`src/rtl/ecc_secded_pipe_decoder.sv`:
```
// ecc_secded_pipe_decoder
// Two-stage Hamming SEC/DED decoder with a valid/ready handshake, saturating
// SBE/MBE counters, a first-error log and threshold fault outputs.
// Optional feature macro: ECC_ERR_INJECT_EN adds inj_mask_in, XORed onto
// {ecc_in, data_in} for accepted words before decoding.
module ecc_secded_pipe_decoder #(
   parameter int DATA_WIDTH    = 64,
   parameter int ECC_WIDTH     = 8,
   parameter int ADDR_WIDTH    = 32,
   parameter int CNT_WIDTH     = 16,
   parameter int SBE_THRESHOLD = 16
) (
   input  logic                            clk,
   input  logic                            rst,
   input  logic                            in_valid,
   output logic                            in_ready,
   input  logic [DATA_WIDTH-1:0]           data_in,
   input  logic [ECC_WIDTH-1:0]            ecc_in,
   input  logic [ADDR_WIDTH-1:0]           addr_in,
`ifdef ECC_ERR_INJECT_EN
   input  logic [DATA_WIDTH+ECC_WIDTH-1:0] inj_mask_in,
`endif
   output logic                            out_valid,
   input  logic                            out_ready,
   output logic [DATA_WIDTH-1:0]           data_out,
   output logic [ADDR_WIDTH-1:0]           addr_out,
   output logic                            sbe_flag,
   output logic                            mbe_flag,
   output logic [ECC_WIDTH-2:0]            syndrome_out,
   output logic [CNT_WIDTH-1:0]            sbe_count,
   output logic [CNT_WIDTH-1:0]            mbe_count,
   input  logic                            cnt_clr,
   output logic                            log_valid,
   output logic [ADDR_WIDTH-1:0]           log_addr,
   output logic [ECC_WIDTH-2:0]            log_syndrome,
   output logic                            log_is_mbe,
   input  logic                            log_clr,
   output logic                            fault_sbe_thresh,
   output logic                            fault_mbe
);

   localparam int     SW         = ECC_WIDTH - 1;
   localparam int     NPOS       = DATA_WIDTH + ECC_WIDTH - 1;
   localparam longint CNT_MAX    = (longint'(1) << CNT_WIDTH) - 1;
   // A saturated counter can never exceed CNT_MAX, so a larger threshold is met at saturation.
   localparam longint THRESH_EFF = (longint'(SBE_THRESHOLD) > CNT_MAX) ? CNT_MAX : longint'(SBE_THRESHOLD);

   generate
      if (!((DATA_WIDTH == 32 && ECC_WIDTH == 7) || (DATA_WIDTH == 64 && ECC_WIDTH == 8) ||
            (DATA_WIDTH == 128 && ECC_WIDTH == 9))) begin : gBadWidths
         $error("ecc_secded_pipe_decoder: DATA_WIDTH/ECC_WIDTH must be 32/7, 64/8 or 128/9");
      end
      if (SBE_THRESHOLD < 1) begin : gBadThresh
         $error("ecc_secded_pipe_decoder: SBE_THRESHOLD must be at least 1");
      end
   endgenerate

   function automatic logic isPow2(input int p);
      return (p & (p - 1)) == 0;
   endfunction

   logic                  adv, accept, fire;
   logic [DATA_WIDTH-1:0] dataRx;
   logic [ECC_WIDTH-1:0]  eccRx;

   logic                  s1Valid_q, s1Par_q, s1Par_d;
   logic [SW-1:0]         s1Syn_q, s1Syn_d;
   logic [DATA_WIDTH-1:0] s1Data_q;
   logic [ADDR_WIDTH-1:0] s1Addr_q;

   logic                  outValid_q;
   logic [DATA_WIDTH-1:0] dataOut_q, dataOut_d;
   logic [ADDR_WIDTH-1:0] addrOut_q;
   logic                  sbeFlag_q, sbeFlag_d, mbeFlag_q, mbeFlag_d;
   logic [SW-1:0]         synOut_q;

   logic [CNT_WIDTH-1:0]  sbeCount_q, sbeCount_d, mbeCount_q, mbeCount_d;
   logic                  logValid_q, logValid_d, logIsMbe_q, logIsMbe_d;
   logic [ADDR_WIDTH-1:0] logAddr_q, logAddr_d;
   logic [SW-1:0]         logSyn_q, logSyn_d;

   // Both stages move together; nothing moves while a word waits at the output.
   assign adv      = !outValid_q | out_ready;
   assign in_ready = adv & ~rst;
   assign accept   = in_valid & in_ready;
   assign fire     = outValid_q & out_ready;

`ifdef ECC_ERR_INJECT_EN
   assign {eccRx, dataRx} = {ecc_in, data_in} ^ (accept ? inj_mask_in : '0);
`else
   assign {eccRx, dataRx} = {ecc_in, data_in};
`endif

   // Stage 1 decode: walk the codeword positions, XOR in the position of every set bit.
   always_comb begin
      int   di;
      int   ci;
      logic cwBit;
      s1Syn_d = '0;
      di      = 0;
      ci      = 0;
      cwBit   = 1'b0;
      for (int p = 1; p <= NPOS; p++) begin
         if (isPow2(p)) begin
            cwBit = eccRx[ci];
            ci++;
         end else begin
            cwBit = dataRx[di];
            di++;
         end
         if (cwBit) s1Syn_d = s1Syn_d ^ SW'(p);
      end
      s1Par_d = ^{eccRx, dataRx};
   end

   // Stage 2 classification and correction; a check-bit or parity-bit error leaves data alone.
   always_comb begin
      int   di;
      logic isErr;
      logic isSbe;
      isErr     = (s1Syn_q != '0) | s1Par_q;
      isSbe     = s1Par_q & (32'(s1Syn_q) <= 32'(NPOS));
      dataOut_d = s1Data_q;
      di        = 0;
      for (int p = 1; p <= NPOS; p++) begin
         if (!isPow2(p)) begin
            if (isSbe && (s1Syn_q == SW'(p))) dataOut_d[di] = ~s1Data_q[di];
            di++;
         end
      end
      sbeFlag_d = s1Valid_q & isSbe;
      mbeFlag_d = s1Valid_q & isErr & ~isSbe;
   end

   // Pipeline registers for both stages; reset discards any words in flight.
   always_ff @(posedge clk or posedge rst) begin
      if (rst) begin
         s1Valid_q  <= 1'b0;
         s1Syn_q    <= '0;
         s1Par_q    <= 1'b0;
         s1Data_q   <= '0;
         s1Addr_q   <= '0;
         outValid_q <= 1'b0;
         dataOut_q  <= '0;
         addrOut_q  <= '0;
         sbeFlag_q  <= 1'b0;
         mbeFlag_q  <= 1'b0;
         synOut_q   <= '0;
      end else if (adv) begin
         s1Valid_q  <= accept;
         s1Syn_q    <= s1Syn_d;
         s1Par_q    <= s1Par_d;
         s1Data_q   <= dataRx;
         s1Addr_q   <= addr_in;
         outValid_q <= s1Valid_q;
         dataOut_q  <= dataOut_d;
         addrOut_q  <= s1Addr_q;
         sbeFlag_q  <= sbeFlag_d;
         mbeFlag_q  <= mbeFlag_d;
         synOut_q   <= s1Syn_q;
      end
   end

   // Event counters count each delivered word once and stick at all-ones.
   always_comb begin
      sbeCount_d = sbeCount_q;
      mbeCount_d = mbeCount_q;
      if (cnt_clr) begin
         sbeCount_d = CNT_WIDTH'(fire & sbeFlag_q);
         mbeCount_d = CNT_WIDTH'(fire & mbeFlag_q);
      end else begin
         if (fire && sbeFlag_q && (sbeCount_q != '1)) sbeCount_d = sbeCount_q + CNT_WIDTH'(1);
         if (fire && mbeFlag_q && (mbeCount_q != '1)) mbeCount_d = mbeCount_q + CNT_WIDTH'(1);
      end
   end

   // Error log keeps the first error, lets an MBE replace an SBE, and a new error wins over a clear.
   always_comb begin
      logic err;
      logic take;
      err        = fire & (sbeFlag_q | mbeFlag_q);
      take       = err & (log_clr | ~logValid_q | (mbeFlag_q & ~logIsMbe_q));
      logValid_d = logValid_q;
      logAddr_d  = logAddr_q;
      logSyn_d   = logSyn_q;
      logIsMbe_d = logIsMbe_q;
      if (take) begin
         logValid_d = 1'b1;
         logAddr_d  = addrOut_q;
         logSyn_d   = synOut_q;
         logIsMbe_d = mbeFlag_q;
      end else if (log_clr) begin
         logValid_d = 1'b0;
         logAddr_d  = '0;
         logSyn_d   = '0;
         logIsMbe_d = 1'b0;
      end
   end

   // Counter and log state registers.
   always_ff @(posedge clk or posedge rst) begin
      if (rst) begin
         sbeCount_q <= '0;
         mbeCount_q <= '0;
         logValid_q <= 1'b0;
         logAddr_q  <= '0;
         logSyn_q   <= '0;
         logIsMbe_q <= 1'b0;
      end else begin
         sbeCount_q <= sbeCount_d;
         mbeCount_q <= mbeCount_d;
         logValid_q <= logValid_d;
         logAddr_q  <= logAddr_d;
         logSyn_q   <= logSyn_d;
         logIsMbe_q <= logIsMbe_d;
      end
   end

   assign out_valid        = outValid_q;
   assign data_out         = dataOut_q;
   assign addr_out         = addrOut_q;
   assign sbe_flag         = sbeFlag_q;
   assign mbe_flag         = mbeFlag_q;
   assign syndrome_out     = synOut_q;
   assign sbe_count        = sbeCount_q;
   assign mbe_count        = mbeCount_q;
   assign log_valid        = logValid_q;
   assign log_addr         = logAddr_q;
   assign log_syndrome     = logSyn_q;
   assign log_is_mbe       = logIsMbe_q;
   assign fault_sbe_thresh = (64'(sbeCount_q) >= 64'(THRESH_EFF));
   assign fault_mbe        = (mbeCount_q != '0);

endmodule

```
`config.mk`:
```
export PLATFORM = sky130hd
export DESIGN_NAME = ecc_secded_pipe_decoder
export DESIGN_NICKNAME = d
export VERILOG_FILES = /design/src/rtl/ecc_secded_pipe_decoder.sv
export SDC_FILE = /design/constraint.sdc
export NUM_CORES = 1
export LEC_CHECK = 0
export CORE_ASPECT_RATIO = 0.6
export CORE_MARGIN = 2
export CORE_UTILIZATION = 55
export DETAILED_ROUTE_END_ITERATION = 16
export DONT_BUFFER_PORTS = 1
export MAX_ROUTING_LAYER = met4
export PLACE_DENSITY = 0.79
export SLEW_MARGIN = 20
export SYNTH_ARGS = -nofsm -noshare
export SYNTH_HDL_FRONTEND = slang
export SYNTH_SLANG_ARGS = --single-unit
```
`constraint.sdc`:
```
create_clock -name clk -period 16.7 [get_ports clk]
set_input_delay 2.505 -clock clk [delete_from_list [all_inputs] [get_ports clk]]
set_output_delay 2.505 -clock clk [all_outputs]
set_load 0.01 [all_outputs]
```
==> flow_metrics.env, run 1 <==
export IMPL_fp_dieH_um=125.8
export IMPL_synth_top_flop_cell="dfrtp_1"
export IMPL_coreArea_mm2=0.02422
export IMPL_cts_inserted_buffers=27
export IMPL_vias=10000
export IMPL_min_path_cells=2
export IMPL_drt_pass1_iter_count=5
export IMPL_path_cells="nor2b_4 -> nor2_1"
export IMPL_tns_ns=0
export IMPL_antenna_found_initial=0
export IMPL_synthMostInstantiatedCell="nand2_1"
export IMPL_grt_setup_unrepaired="false"
export IMPL_clk_pin_slew_ns=0.06
export IMPL_min_period_ns=5.302
export IMPL_ir_drop_uv=85.70
export IMPL_path_class="in2out"
export IMPL_nNetsFinal=1568
export IMPL_critPathArrivalTime_ns=2.80
export IMPL_syn_nets=1606
export IMPL_start_kind="input pin"
export IMPL_cp_top_family="simple AND/OR/NAND/NOR gates"
export IMPL_max_stage_delay_ns=0.18
export IMPL_tightest_slew_ns=1.221
export IMPL_cts_tree="yes"
export IMPL_cts_max_level=1
export IMPL_wl_per_cell_um=20.06
export IMPL_path_buf_inv=0
export IMPL_period_share=0.3175
export IMPL_synth_edf_count=0
export IMPL_syn_inst=1492
export IMPL_hold_viol=0
export IMPL_die_area_mm2=0.02606
export IMPL_postCtsHoldBufs=0
export IMPL_globalRouteMet1Util=0.4142
export IMPL_power_density_mw_per_mm2=135.7
export IMPL_use_met3=0.1025
export IMPL_gp_congestion=0.9720
export IMPL_grt_busiest_layer="met1"
export IMPL_area_growth_pct=8.488
export IMPL_io_pins=292
export IMPL_grt_pass1_vias=9534
export IMPL_crit_path_end_kind="primary output"
export IMPL_ys_top_cells_by_count="nand2_1, dfrtp_1, xnor2_1"
export IMPL_fp_row_count=44
export IMPL_rr_worst_depth=4
export IMPL_p_leak_uw=0.006697
export IMPL_grt_first_pass_wirelength_um=55890
export IMPL_antenna_cells=0
export IMPL_synth_top_area_share=0.5223
export IMPL_post_cts_resized=0
export IMPL_grt_max_degree=129
export IMPL_port_buffers=0
export IMPL_synth_warnings=0
export IMPL_final_layout_size_suffix_gt1_frac=0.05020
export IMPL_skew_ns=0.03268
export IMPL_ys_types=47
export IMPL_synth_area_mm2=0.01361
export IMPL_yosysSeqAreaShare=0.5223
export IMPL_dp_slack_ns=11.39
export IMPL_synth_async_reset_ratio=1.000
export IMPL_dpl_hpwl_um=25880
export IMPL_clock_path_buffers=3
export IMPL_critPathSlowestCell="nor2b_4"
export IMPL_reg2reg_slack_ns=13.75
export IMPL_syn_avg_cell_area_um2=9.120
export IMPL_cts_setup_buffers=0
export IMPL_hp_class="reg2reg"
export IMPL_setup_slack_ns=11.40
export IMPL_crit_fanout=5
export IMPL_grt_usage=0.2852
export IMPL_clock_sinks=284
export IMPL_maxCapViolations=0
export IMPL_slew_headroom=0.1800
export IMPL_ys_ff_latch=284
export IMPL_start_util=0.5617
export IMPL_cts_root_buf="clkbuf_16"
export IMPL_netlist_top_cell_by_area="dfrtp_1"
export IMPL_setup_viol=0
export IMPL_worst_path_stages=2
export IMPL_status="finished clean"
export IMPL_drc=0
export IMPL_synthTopCellsByArea="dfrtp_1, nand2_1, xnor2_1"
export IMPL_fin_util=0.6094
export IMPL_clk_latency_ns=0.55
export IMPL_grt_use_met2=0.3861
export IMPL_die_width_um=207.1
export IMPL_viasPerCell=5.568
export IMPL_final_antenna_net_count=0
export IMPL_detail_route_iter0_violations=1093
export IMPL_required_ns=14.20
export IMPL_fmax_mhz=188.6
export IMPL_routed_wl_um=36030
export IMPL_grt_overflow_total=0
export IMPL_drv_slew=0
flip-flops by register name, indices dropped and copies added (netlist names):
signal	count
log_is_mbe	1
out_valid	1
s1Valid_q	1
addr_out	32
mbe_count	16
s1Par_q	1
log_syndrome	7
sbe_flag	1
s1Syn_q	7
s1Addr_q	32
data_out	64
mbe_flag	1
log_valid	1
log_addr	32
sbe_count	16
syndrome_out	7
s1Data_q	64
final timing paths:
path                              from            to
min in group asynchronous          rst   s1Addr_q[6]
max in group asynchronous          rst  log_addr[21]
min                        s1Addr_q[3]   s1Addr_q[3]
min reg2reg                s1Addr_q[3]   s1Addr_q[3]
max reg2reg                  out_valid  data_out[19]
max                          out_ready      in_ready
cells by family after synthesis:
family	share of synthesized area
simple gates	0.2339
flops	0.5223
compound gates	0.05251
fa+ha+maj	0.003678
xor+xnor	0.1617
mux	0.002666
buf+inv	0.02326
metrics by stage:
step | cell area [um2] | total power (uW) | hold WS, ns | std cells
after floorplan | 13610 | 1240 | 0.4386 | 1492
after global placement | 13820 | 1341 | 0.4485 | 1747
after detailed placement | 13820 | 1361 | 0.4551 | 1747
after CTS | 14750 | 2008 | 0.4695 | 1796
after global routing | 14760 | 2095 | 0.4864 | 1796
final | 14760 | 2002 | 0.4656 | 1796
cell usage in the layout, fill, tap and decap left out, drive strengths merged, types with 3 or more instances in the layout:
cell type and instances:
nor3 15, and3 7, xnor2 111, ha 4, xor2 84, dfrtp 284, nor3b 4, nand3 30
buf 7, a21oi 10, o31ai 3, bufinv 4, clkinv 7, or3 4, nand2 570, nand4 12
xnor3 18, and2 3, inv 11, nor4 8, or2 4, nand2b 46, clkbuf 36, o21ai 113
nor2 60
power breakdown:
part / internal (uW) / switching [uW] / total (uW)
combinational: 189 / 244 / 433
sequential: 788 / 137 / 924
clock: 381 / 264 / 645
routing by layer:
layer	vias to the layer above	part of all wire	wire length (um)
met5	-	0	0
met4	0	0.017	621
met3	47	0.12	4237
met2	442	0.42	14970
met1	4850	0.45	16200
li1	4661	-	-
layout make-up:
type / count / area, um2
Clock buffer: 36 / 759.5
Inverter: 10 / 45.04
Fill cell: 2054 / 9462
Timing Repair Buffer: 7 / 56.30
Sequential cell: 284 / 7107
Multi-Input combinational cell: 1124 / 6220
Tap cell: 322 / 402.9
Clock inverter: 13 / 171.4
Power figures use the tool's default switching activity.
==> run 2, diff against run 1 <==
- clock period: 16.7 -> 4.92 ns (I/O delays scaled with it)
==> run 2 against run 1 <==
  * Power rose to 3.4 times the previous value
  * Combinational power rose to 3.4 times the previous value
  * Design area increased by 0.19%
  * Critical path depth rose by 4
  * Wire length rose by 3.3%
  * First-iteration DRC count increased by 3.5%
  * Setup slack got worse by 9.2 ns
  * Via count up 1.6%
  * Hold slack lost 0.30 ns
  * Clock power increased to 3.3 times the previous value
  * Clock-buffer cell count is 2 higher
  * Sequential cell count is the same
  * Highest routed layer unchanged
==> flow_metrics.env, run 2 (synthesized netlist as in run 1, its figures left out) <==
export IMPL_fmax_mhz=370.6
export IMPL_cts_setup_buffers=0
export IMPL_path_class="reg2reg"
export IMPL_setup_slack_ns=2.221
export IMPL_routed_wl_um=37210
export IMPL_crit_fanout=17
export IMPL_cts_inserted_buffers=27
export IMPL_io_pins=292
export IMPL_p_seq_frac=0.466
export IMPL_multi_input_area_mm2=0.006225
export IMPL_final_antenna_net_count=0
export IMPL_status="finished clean"
export IMPL_die_width_um=207.1
export IMPL_cts_tree="yes"
export IMPL_dpl_hpwl_um=26960
export IMPL_grt_usage=0.2923
export IMPL_coreArea_mm2=0.02422
export IMPL_final_layout_size_suffix_gt1_frac=0.04942
export IMPL_wl_per_cell_um=20.67
export IMPL_dp_slack_ns=2.134
export IMPL_drt_pass1_iter_count=5
export IMPL_hp_class="in2async"
export IMPL_hold_viol=0
export IMPL_ir_drop_uv=350.5
export IMPL_p_clk_frac=0.314
export IMPL_vias=10160
export IMPL_grt_setup_unrepaired="false"
export IMPL_crit_path_end_kind="flop"
export IMPL_p_leak_uw=0.006694
export IMPL_antenna_found_initial=1
export IMPL_cts_max_level=1
export IMPL_clk_pin_slew_ns=0.07
export IMPL_grt_pass1_vias=9764
export IMPL_viasPerCell=5.643
export IMPL_p_int_uw=4529
export IMPL_drv_slew=0
export IMPL_register_area_mm2=0.007107
export IMPL_start_kind="flop"
export IMPL_min_period_ns=2.699
export IMPL_cts_root_buf="clkbuf_16"
export IMPL_swShare=0.3299
export IMPL_area_growth_pct=8.690
export IMPL_setup_viol=0
export IMPL_critPathArrivalTime_ns=3.08
export IMPL_place_area_mm2=0.01385
export IMPL_detail_route_iter0_violations=1131
export IMPL_fp_dieH_um=125.8
export IMPL_p_total_uw=6759
export IMPL_power_share_combinational=0.220
export IMPL_port_buffers=0
export IMPL_clock_path_buffers=3
export IMPL_nNetsFinal=1572
export IMPL_tightest_slew_ns=1.246
export IMPL_grt_max_degree=189
export IMPL_post_cts_resized=0
export IMPL_period_share=0.5485
export IMPL_stdcell_area_mm2=0.01479
export IMPL_maxCapViolations=0
export IMPL_layout_common_cells="nand2_1, dfrtp_1, xnor2_1"
export IMPL_tns_ns=0
export IMPL_gp_congestion=0.9510
export IMPL_clock_sinks=284
export IMPL_start_util=0.5617
export IMPL_clk_latency_ns=0.53
export IMPL_power_density_mw_per_mm2=457.0
export IMPL_layout_commonest_cell="nand2_1"
export IMPL_drc=0
export IMPL_grt_overflow_total=0
export IMPL_die_area_mm2=0.02606
export IMPL_grt_first_pass_wirelength_um=57330
export IMPL_slew_headroom=0.1632
export IMPL_required_ns=5.30
export IMPL_skew_ns=0.01721
export IMPL_fp_row_count=44
export IMPL_postCtsHoldBufs=0
export IMPL_holdWs_ns=0.1641
export IMPL_p_sw_uw=2230
export IMPL_nFillCells=2016
[run 2: area by class of cell]
class                      instances  share of cell area
antenna                            1           0.0001692
clock buffer                      38             0.04983
clock inverter                    10            0.009898
inverter                          10            0.002792
multi-input combinational       1124              0.4209
sequential                       284              0.4805
tap                              322             0.02724
timing repair buffer              11            0.008629
[run 2: per-stage QoR]
stage	cells	utilization
6_report	1800	0.6105
3_5_place_dp	1749	0.5716
5_1_grt	1800	0.6105
2_1_floorplan	1492	-
3_3_place_gp	1749	0.5714
4_1_cts	1797	0.6081
[run 2: final timing paths]
path	cells after the start	end	from	slack, ns
worst max-delay path	6	data_out[36]	s1Syn_q[3]	2.22
worst min-delay path	2	s1Syn_q[1]	rst	0.16
worst max register to register	6	data_out[36]	s1Syn_q[3]	2.22
worst min register to register	2	s1Addr_q[23]	s1Addr_q[23]	0.46
max in group asynchronous	3	s1Data_q[58]	rst	3.52
min in group clk	1	sbe_count[8]	cnt_clr	0.26
[run 2: routing by layer]
metal / vias to the layer above / global-route usage / wire length, um / part of all wire
met5: - / - / 0 / 0
met4: 0 / 0.05966 / 730 / 0.020
met3: 51 / 0.1185 / 4684 / 0.13
met2: 465 / 0.3861 / 15390 / 0.41
met1: 4972 / 0.4218 / 16410 / 0.44
li1: 4669 / - / - / -
[run 2: critical path: stages, from the launching register on]
cell	delay, ns
dfrtp_1	0.50
o31ai_1	0.44
and2_1	0.64
nand2_1	0.35
nor2_1	0.34
xnor2_1	0.18
o21ai_1	0.09
[run 2: power by group through the flow]
stage / combinational [uW] / sequential [uW] / clock, uW
after CTS: 1460 / 3140 / 2160
after detailed placement: 1460 / 3180 / 0
final: 1490 / 3150 / 2120
after global placement: 1410 / 3170 / 0
after global routing: 1620 / 3190 / 2250
after floorplan: 1210 / 3000 / 0
==> run 3, diff against run 2 <==
- clock period: 4.92 -> 2.8 ns (I/O delays scaled with it)
==> run 3 against run 2 <==
  * Setup slack worse by 1.7 ns
  * Via count grew 5.0%
  * Critical path depth decreased by 2
  * Die area is the same
  * Clock power grew 76%
  * Global-route usage rose by 2.1 points
  * Core utilization is 3.9 points higher
  * Sequential power is 76% higher
  * Combinational power grew 89%
  * Hold slack worse by 0.14 ns
  * Critical endpoint is now fault_mbe
  * Highest routed layer unchanged
==> flow_metrics.env, run 3 (synthesized netlist as in run 1, its figures left out) <==
export IMPL_area_growth_pct=15.62
export IMPL_drc=0
export IMPL_required_ns=2.38
export IMPL_clk_pin_slew_ns=0.06
export IMPL_hold_viol=0
export IMPL_wl_per_cell_um=20.78
export IMPL_clock_sinks=284
export IMPL_critPathArrivalTime_ns=1.86
export IMPL_max_stage_delay_ns=0.47
export IMPL_dpl_hpwl_um=27820
export IMPL_path_class="reg2out"
export IMPL_grt_usage=0.3133
export IMPL_multi_input_area_mm2=0.006210
export IMPL_nFillCells=1910
export IMPL_clock_path_buffers=3
export IMPL_cp_top_family="simple AND/OR/NAND/NOR gates"
export IMPL_setup_viol=0
export IMPL_maxCapViolations=0
export IMPL_die_width_um=207.1
export IMPL_grt_pass1_vias=10450
export IMPL_gp_congestion=0.9945
export IMPL_fin_util=0.6495
export IMPL_antenna_found_initial=0
export IMPL_holdWs_ns=0.02675
export IMPL_skew_ns=0.008559
export IMPL_start_util=0.5617
export IMPL_drv_slew=0
export IMPL_grt_max_degree=89
export IMPL_cts_max_level=1
export IMPL_min_period_ns=2.278
export IMPL_p_leak_uw=0.007118
export IMPL_io_pins=292
export IMPL_port_buffers=0
export IMPL_cts_root_buf="clkbuf_16"
export IMPL_fmax_mhz=439.0
export IMPL_postCtsHoldBufs=74
export IMPL_cts_setup_buffers=0
export IMPL_final_layout_size_suffix_gt1_frac=0.05796
export IMPL_crit_path_end_kind="primary output"
export IMPL_fp_dieH_um=125.8
export IMPL_p_total_uw=12080
export IMPL_start_kind="flop"
export IMPL_power_density_mw_per_mm2=768.0
export IMPL_tightest_slew_ns=0.7848
export IMPL_status="finished clean"
export IMPL_drt_pass1_iter_count=5
export IMPL_critPathSlowestCell="dfrtp_1"
export IMPL_register_area_mm2=0.007107
export IMPL_cts_tree="yes"
export IMPL_cts_inserted_buffers=27
export IMPL_layout_common_cells="nand2_1, dfrtp_1, xnor2_1"
export IMPL_period_share=0.8136
export IMPL_slew_headroom=0.4757
export IMPL_grt_setup_unrepaired="false"
export IMPL_die_area_mm2=0.02606
export IMPL_grt_first_pass_wirelength_um=61540
export IMPL_antenna_cells=0
export IMPL_final_antenna_net_count=0
export IMPL_coreArea_mm2=0.02422
export IMPL_fp_row_count=44
export IMPL_ir_drop_uv=483.6
export IMPL_path_cells="inv_1 -> ha_1 -> nor4b_1 -> nand4_1"
export IMPL_post_cts_resized=0
export IMPL_detail_route_iter0_violations=1262
export IMPL_clk_latency_ns=0.53
export IMPL_routed_wl_um=39310
export IMPL_viasPerCell=5.637
export IMPL_hp_class="in2reg"
export IMPL_layout_commonest_cell="nand2_1"
export IMPL_nNetsFinal=1664
export IMPL_path_buf_inv=1
export IMPL_crit_fanout=5
export IMPL_grt_overflow_total=0
export IMPL_vias=10670
==> run 3: changes by cell type in the layout (fill, tap and decap cells not counted), moves of 3 or more <==
cell	previous run	this run
buf_12	2	10
buf_4	8	19
dlygate4sd3_1	0	73
nor3_1	12	15
nor3_2	3	0
==> run 3: cell type report <==
type                    count  share of cell area
multi-input cells        1124              0.3947
inverters                  10            0.002624
well taps                 322             0.02561
clock inverters            11            0.009305
repair buffers            103             0.06855
flip-flops and latches    284              0.4517
clock buffers              38             0.04748
==> run 3: stage by stage <==
step | setup WS [ns] | instances | instance area [um2] | TNS, ns
detailed placement | 0.3708 | 1769 | 14100 | 0
global route | 0.3569 | 1892 | 15730 | 0
floorplan | -1.964 | 1492 | 13610 | -397.41
CTS | 0.4970 | 1892 | 15740 | 0
global placement | 0.3819 | 1769 | 14100 | 0
finish | 0.5220 | 1892 | 15730 | 0
==> run 3: worst paths after layout <==
check	from	endpoint	slack, ns	cells past startpoint
max in group asynchronous	rst	sbe_count[10]	1.55	3
setup / recovery	mbe_count[0]	fault_mbe	0.52	4
min in group asynchronous	rst	data_out[12]	0.47	2
hold reg to reg	s1Addr_q[0]	s1Addr_q[0]	0.46	2
setup reg to reg	sbe_count[1]	sbe_count[5]	0.60	7
hold / removal	data_in[48]	s1Data_q[48]	0.03	2
==> run 3: routing by layer <==
metal,routed length [um],part of all wire,track usage
met1,16960,0.43,0.4456
met5,0,0,-
met2,16890,0.43,0.4435
met3,4746,0.12,0.1037
met4,724,0.018,0.05546
==> run 3: power by group <==
part | internal (uW) | total (uW) | switching (uW)
registers | 4700 | 5540 | 844
clock network | 2150 | 3730 | 1580
logic | 1290 | 2820 | 1520
